**config.mk**
```make
export PLATFORM = sky130hd
export DESIGN_NAME = crctab_arbiter_flat
export DESIGN_NICKNAME = d
export VERILOG_FILES = /design/src/rtl/crctab_arbiter_if.sv /design/src/rtl/crctab_arbiter.sv /design/src/flat_wrapper.sv
export SDC_FILE = /design/constraint.sdc
export NUM_CORES = 1
export LEC_CHECK = 0
export BUFFER_PORTS_ARGS = -buffer_cell sky130_fd_sc_hd__buf_4
export CORE_MARGIN = 3
export CORE_UTILIZATION = 45
export CTS_CLUSTER_DIAMETER = 30
export CTS_CLUSTER_SIZE = 28
export DETAILED_ROUTE_END_ITERATION = 10
export PLACE_DENSITY = 0.87
export REMOVE_ABC_BUFFERS = 1
export SLEW_MARGIN = 40
export SYNTH_ARGS = -nofsm -noshare
export SYNTH_HDL_FRONTEND = slang
export SYNTH_SLANG_ARGS = --single-unit
```
**constraint.sdc**
```tcl
create_clock -name clk -period 4 [get_ports clk]
set_clock_uncertainty 0.05 [all_clocks]
set_input_delay 0.8 -clock clk [delete_from_list [all_inputs] [get_ports clk]]
set_output_delay 0.8 -clock clk [all_outputs]
set_load 0.01 [all_outputs]
```
**src/rtl/crctab_arbiter_if.sv**
```systemverilog
// Shared CRC-table port bundle: per-requester lookup handshake, table address/data, one-hot response.
interface crctab_arbiter_if #(
  parameter int NREQ   = 4,
  parameter int ADDR_W = 8
);
  logic [NREQ-1:0]             req_valid;
  logic [NREQ-1:0][ADDR_W-1:0] req_addr;
  logic [NREQ-1:0]             req_ready;
  logic [31:0]                 tab_addr;
  logic [31:0]                 tab_rdata;
  logic [NREQ-1:0]             rsp_valid;
  logic [31:0]                 rsp_data;

  modport master (
    output req_valid, req_addr, tab_rdata,
    input  req_ready, tab_addr, rsp_valid, rsp_data
  );

  modport slave (
    input  req_valid, req_addr, tab_rdata,
    output req_ready, tab_addr, rsp_valid, rsp_data
  );
endinterface

```
**src/rtl/crctab_arbiter.sv**
```systemverilog
// Round-robin sharing of one 256x32 CRC table read port among NREQ requesters, 2-cycle response.
// Optional per-requester grant counters are enabled with `define CRCTAB_ARB_STATS_EN.
`ifdef CRCTAB_ARB_STATS_EN
module crctab_arbiter_statcnt (
  input  logic        clk,
  input  logic        rst,
  input  logic        clr,
  input  logic        inc,
  output logic [15:0] cnt
);
  // Clear has priority over a same-cycle grant; the count saturates at all-ones.
  always_ff @(posedge clk) begin
    if (rst || clr)                 cnt <= '0;
    else if (inc && cnt != 16'hFFFF) cnt <= cnt + 16'd1;
  end
endmodule
`endif

module crctab_arbiter #(
  parameter int NREQ   = 4,
  parameter int ADDR_W = 8
) (
  input logic              clk,
  input logic              rst,
  crctab_arbiter_if.slave  bus
`ifdef CRCTAB_ARB_STATS_EN
  ,
  input  logic [2:0]       stat_sel,
  input  logic             stat_clr,
  output logic [15:0]      stat_cnt
`endif
);
  localparam int PW     = (NREQ > 1) ? $clog2(NREQ) : 1;
  localparam int STAGES = 2;

  logic [PW-1:0]             rr_ptr, gid, idx;
  logic                      found, accept;
  logic [NREQ-1:0]           grant;
  logic [STAGES:1]           vld_pipe;
  logic [STAGES:1][PW-1:0]   id_pipe;
  logic [ADDR_W-1:0]         addr_q;
  logic [31:0]               data_q;

  // First asserted request scanning upward from rr_ptr, wrapping at NREQ.
  always_comb begin
    gid   = '0;
    idx   = '0;
    found = 1'b0;
    for (int k = 0; k < NREQ; k++) begin
      idx = PW'((int'(rr_ptr) + k) % NREQ);
      if (!found && bus.req_valid[idx]) begin
        found = 1'b1;
        gid   = idx;
      end
    end
  end

  assign accept        = found & ~rst;
  assign grant         = accept ? (NREQ'(1) << gid) : '0;
  assign bus.req_ready = grant;

  always_ff @(posedge clk) begin
    if (rst) begin
      rr_ptr   <= '0;
      vld_pipe <= '0;
      id_pipe  <= '0;
      addr_q   <= '0;
      data_q   <= '0;
    end else begin
      vld_pipe   <= {vld_pipe[STAGES-1:1], accept};
      id_pipe[1] <= gid;
      id_pipe[2] <= id_pipe[1];
      if (accept) begin
        rr_ptr <= (gid == PW'(NREQ - 1)) ? '0 : gid + PW'(1);
        addr_q <= bus.req_addr[gid];
      end
      // Table is combinational off addr_q; capture only when stage 1 holds a live lookup.
      if (vld_pipe[1]) data_q <= bus.tab_rdata;
    end
  end

  // A reset cycle suppresses the pulse of a lookup already sitting in stage 2.
  assign bus.rsp_valid = (vld_pipe[STAGES] && !rst) ? (NREQ'(1) << id_pipe[STAGES]) : '0;
  assign bus.rsp_data  = data_q;
  assign bus.tab_addr  = {{(32 - ADDR_W){1'b0}}, addr_q};

`ifdef CRCTAB_ARB_STATS_EN
  logic [NREQ-1:0][15:0] cnt;

  for (genvar i = 0; i < NREQ; i++) begin : g_stat
    crctab_arbiter_statcnt u_cnt (
      .clk (clk),
      .rst (rst),
      .clr (stat_clr),
      .inc (grant[i]),
      .cnt (cnt[i])
    );
  end

  assign stat_cnt = (int'(stat_sel) < NREQ) ? cnt[PW'(stat_sel)] : '0;
`endif
endmodule
```
**src/flat_wrapper.sv**
```systemverilog
// flat-port wrapper written by rule: the top's interface ports become plain ports
module crctab_arbiter_flat 
#(
  parameter int NREQ   = 4,
  parameter int ADDR_W = 8
)
  (clk, rst, bus_req_valid, bus_req_addr, bus_tab_rdata, bus_req_ready, bus_tab_addr, bus_rsp_valid, bus_rsp_data);
  crctab_arbiter_if #(.NREQ(NREQ), .ADDR_W(ADDR_W)) bus_i ();
  input logic clk;
  input logic rst;
  input wire logic [$bits(bus_i.req_valid)-1:0] bus_req_valid;
  input wire logic [$bits(bus_i.req_addr)-1:0] bus_req_addr;
  input wire logic [$bits(bus_i.tab_rdata)-1:0] bus_tab_rdata;
  output wire logic [$bits(bus_i.req_ready)-1:0] bus_req_ready;
  output wire logic [$bits(bus_i.tab_addr)-1:0] bus_tab_addr;
  output wire logic [$bits(bus_i.rsp_valid)-1:0] bus_rsp_valid;
  output wire logic [$bits(bus_i.rsp_data)-1:0] bus_rsp_data;
  assign bus_i.req_valid = bus_req_valid;
  assign bus_i.req_addr = bus_req_addr;
  assign bus_i.tab_rdata = bus_tab_rdata;
  assign bus_req_ready = bus_i.req_ready;
  assign bus_tab_addr = bus_i.tab_addr;
  assign bus_rsp_valid = bus_i.rsp_valid;
  assign bus_rsp_data = bus_i.rsp_data;
  crctab_arbiter #(.NREQ(NREQ), .ADDR_W(ADDR_W)) u_core (.clk(clk), .rst(rst), .bus(bus_i));
endmodule
```
# Word level (Yosys, flattened, before mapping)
# Cells that the tools add are included.
# word_totals
output_inout_bits	72
latch_bits	0
rom_bits	0
ramBits	0
word_cells	49
n_memories	0
register_bits	48
# classes
n_addsub	4
magnitude_cmp	5
shifts	2
mux	21
bitwise_logic	2
multipliers	0
eq_ne	1
n_div	0
reduce_logical	8
# op_table
cell	n
binary-select mux 8 bit (select 2 bit)	1
less-than comparator 2 x 3 -> 1 bit (second input constant)	5
two-way mux 2 bit	5
binary-select mux 1 bit (select 2 bit)	4
two-way mux 1 bit	8
two-way mux 4 bit	2
two-way mux 8 bit	1
left shift 1 x 2 -> 4 bit (first input constant)	2
adder 2 x 1 -> 2 bit (second input constant)	2
adder 2 bit (second input constant)	2
logical AND 1 bit	4
logical NOT 1 bit	4
equality test 2 bit (second input constant)	1
AND 1 bit	1
inverter 1 bit	1

# Depth between registers and ports, before layout
# depth
word_depth	14
ltp_mapped	7
ltp_nobuf	7

# Worst setup path before layout
# OpenSTA, ideal clock, no wires.
# synth_timing
path_kind	input to output
start	in bus_req_valid[1]
end	out bus_req_ready[3]
setup_slack_ns	1.255
stages	6
required_time_ns	3.150
arrival_ns	1.895
path_cell_list	or3b_1 > o221ai_4 > buf_8 > inv_1 > ha_1 > and2_1
# synth_via
elab_chain_len	14
elab_cells_between_ends	25
cone_classes	1 x shift; 17 x mux; 1 x bitwise; 6 x reduce/logical
# synth_rtl
element	line	source
from (decl)	flat_wrapper.sv:11	input wire logic [$bits(bus_i.req_valid)-1:0] bus_req_valid;
binary-select mux 1 bit (select 2 bit)	crctab_arbiter.sv:51	if (!found && bus.req_valid[idx]) begin
two-way mux 1 bit (not written as such)	crctab_arbiter.sv:51	
two-way mux 1 bit	crctab_arbiter.sv:51	
logical NOT 1 bit	crctab_arbiter.sv:51	
logical AND 1 bit	crctab_arbiter.sv:51	
two-way mux 1 bit	crctab_arbiter.sv:51	
logical NOT 1 bit	crctab_arbiter.sv:51	
logical AND 1 bit	crctab_arbiter.sv:51	
two-way mux 1 bit	crctab_arbiter.sv:51	
logical NOT 1 bit	crctab_arbiter.sv:51	
logical AND 1 bit	crctab_arbiter.sv:51	
two-way mux 2 bit or two-way mux 1 bit (tied branches)	crctab_arbiter.sv:51	
left shift 1 x 2 -> 4 bit or AND 1 bit (tied branches)	crctab_arbiter.sv:59, crctab_arbiter.sv:58	
two-way mux 4 bit (*)	crctab_arbiter.sv:59	assign grant = accept ? (NREQ'(1) << gid) : '0;
to (decl)	flat_wrapper.sv:14	output wire logic [$bits(bus_i.req_ready)-1:0] bus_req_ready;
# Mark *: on every way between the ends. The rest lies on a longest branch, timed or not. The select of a mux whose other input is x is not followed.

# Worst setup path after layout
# layout_timing
start	in bus_req_valid[3]
end	out bus_req_ready[1]
# The elaborated chain is that of the path after synthesis.

==> results_dict.tcl <==
set metrics [dict create \
    status "complete, no violations" \
    drt-vias-per-instance 4.73 \
    clock_sinks 48 \
    tightest_slew_ns 0.692 \
    postCtsSetupBuffers 0 \
    clk_path_buf_depth 2 \
    crit_top_cell "buf_4" \
    htreeDepth 2 \
    cts_hold_buffers 0 \
    initial_core_util 0.485 \
    worstPathMaxFanout 10 \
    global_route.overflow_total 0 \
    drtIter0Drc 57 \
    max_cap_violations 0 \
    synth_edf_count 0 \
    relSlewSlack 0.538 \
    dp_hpwl_um 4380 \
    antenna_found_initial 0 \
    coreArea_mm2 0.00453 \
    slowest_delay_ns 0.54 \
    synth_seq_cells 48 \
    area_growth_pct 42.5 \
    worstSetupPathType "in -> out" \
    cts-resized-gates 0 \
    path_cells "buf_4, nor4_1, or2_0, inv_2, nand2_2, nor2_1, buf_4" \
    synth-warning-count 0 \
    synth_top_area_share 0.437 \
    hold_class "reg -> reg" \
    num_vias 1914 \
    die_h_um 75.9 \
    dieArea_mm2 0.00576 \
    crit_buf_inv 3 \
    p_leak_nw 1.59 \
    yosysUniqueCellTypes 35 \
    hold_slack_ns 0.403 \
    grt_util_all_layers 0.190 \
    crit_slowest_cell "nor4_1" \
    yosys-top-cells-count "dfxtp_1 (48), mux2i_1 (42), nor2_1 (39), buf_4 (24), nand2_1 (9)" \
    critical_path_required_ns 3.15 \
    postRouteWirelength_um 5540 \
    cellPowerDensity_mw_per_mm2 381 \
    startpoint_type "input pin" \
    clk_pin_slew_worst_paths_ns 0.09 \
    cts_tree "done" \
    setup-tns-final_ns 0 \
    syn_area_mm2 0.00220 \
    grt_pass1_vias 1886 \
    fillers 399 \
    fin_crit_ns 3.22 \
    antenna_cells 0 \
    critPathCaptureType "primary output" \
    rows 24 \
    wl_per_cell_um 13.7 \
    finalSetupViolations 0 \
    postRouteAntennaNets 0 \
    synth_seq_area_share 0.437 \
    grt_pass1_wl_um 9050 \
    nets 410 \
    peakVddDrop_uv 244 \
    postSynthCellCount 226 \
    grt_max_degree 40 \
    async_flop_share 0 \
    clk_latency_ns 0.29 \
    period_share 0.806 \
    synth_area_leader_cell "dfxtp_1" \
    slew_viol_final 0 \
    synth_flop_cell "dfxtp_1" \
    drive_gt1_frac 0.412 \
    synth.most_common_cell "dfxtp_1" \
    avgSynthCellArea_um2 9.73 \
    portBuffers 117 \
    numCtsBuffers 5 \
    firstDrtPassIters 4 \
    max_freq_ghz 0.310 \
    routabilityCongestion 0.812 \
    ios 142 \
    synthTopCellsByArea "dfxtp_1 (44%), mux2i_1 (19%), buf_4 (8.2%), nor2_1 (6.7%), mux2_2 (3.6%)" \
    finalHoldViolCount 0 \
    crit_arrival_ns 2.37 \
    dieWidth_um 75.9 \
    drc 0 \
    cts-root-buf "clkbuf_8" \
    cp_top_family "simple AND/OR/NAND/NOR gates" \
    rsz0062_at_grt "false" \
]
==> worst register-to-register path: cells and delay by family, from the launching register on <==
family / cells / cell delay [ns]
muxes: 2 / 0.59
DFF: 1 / 0.46
AOI/OAI and AO/OA: 2 / 0.86
==> through the flow <==
| stage | utilization | worst slack, ns | cell area [um2] | power, mW | instances |
|---|---|---|---|---|---|
| after floorplan | - | 1.26 | 2050 | 0.710 | 214 |
| after global placement | 0.665 | 0.865 | 3020 | 0.850 | 397 |
| after detailed placement | 0.666 | 0.834 | 3020 | 0.858 | 397 |
| after CTS | 0.692 | 0.811 | 3140 | 1.21 | 405 |
| after global routing | 0.692 | 0.558 | 3140 | 1.26 | 405 |
| final | 0.692 | 0.776 | 3140 | 1.20 | 405 |
==> layer usage <==
| layer | track usage | up-vias | part of all wire |
|---|---|---|---|
| met5 | 0 | - | 0 |
| met4 | 0.0562 | 0 | 0.017 |
| met3 | 0.0509 | 8 | 0.059 |
| met2 | 0.357 | 67 | 0.56 |
| met1 | 0.206 | 895 | 0.37 |
| li1 | - | 944 | - |
==> area by class of cell <==
type / instances / area (um2) / area share
Timing Repair Buffer: 118 / 886 / 0.283
Multi-Input combinational cell: 161 / 1070 / 0.341
Clock inverter: 3 / 47.5 / 0.0152
Clock buffer: 5 / 68.8 / 0.0219
Tap cell: 65 / 81.3 / 0.0259
Inverter: 5 / 18.8 / 0.00599
Sequential cell: 48 / 965 / 0.308
==> placed cells by master (no fill, tap or decap), types with 2 or more instances in the layout <==
cell type	n
inv_2	2
nor3_1	2
clkbuf_8	5
mux2i_1	42
nor2b_1	5
a21oi_1	2
mux2_2	7
buf_4	118
nand3_1	7
clkinv_4	2
dfxtp_1	47
inv_1	3
o211ai_1	7
conb_1	24
nand2_1	9
nor2_1	39
==> worst paths after layout <==
path | slack, ns | from | depth (start not counted) | end
max | 0.78 | bus_req_valid[3] | 7 | bus_req_ready[1]
min | 0.40 | u_core.id_pipe[1]$_SDFF_PP0_ | 1 | u_core.id_pipe[3]$_SDFF_PP0_
max reg2reg | 1.93 | u_core.rr_ptr[1]$_SDFFE_PP0P_ | 4 | u_core.addr_q[6]$_SDFFE_PP0P_
min reg2reg | 0.40 | u_core.id_pipe[1]$_SDFF_PP0_ | 1 | u_core.id_pipe[3]$_SDFF_PP0_
==> registers in the layout, indices dropped and copies added (netlist names) <==
signal / count
u_core.bus.rsp_data: 32
u_core.addr_q: 8
u_core.id_pipe: 4
u_core.rr_ptr: 2
u_core.vld_pipe: 2
==> power by group <==
group / internal (mW) / switching (mW) / total (mW)
logic: 0.160 / 0.131 / 0.291
registers: 0.520 / 0.0344 / 0.554
clock network: 0.188 / 0.162 / 0.350
total: 0.869 / 0.327 / 1.20
==> logic make-up (layout without fill, tap and decap cells) <==
family | after synthesis | count (layout) | share of synthesized area
simple gates | 69 | 69 | 0.138
mux | 50 | 50 | 0.234
flops | 48 | 48 | 0.437
buf+inv | 40 | 131 | 0.117
compound gates | 17 | 17 | 0.0671
fa+ha+maj | 1 | 1 | 0.00569
other cells | 1 | 24 | 0.00170
Power figures use the tool's default switching activity.
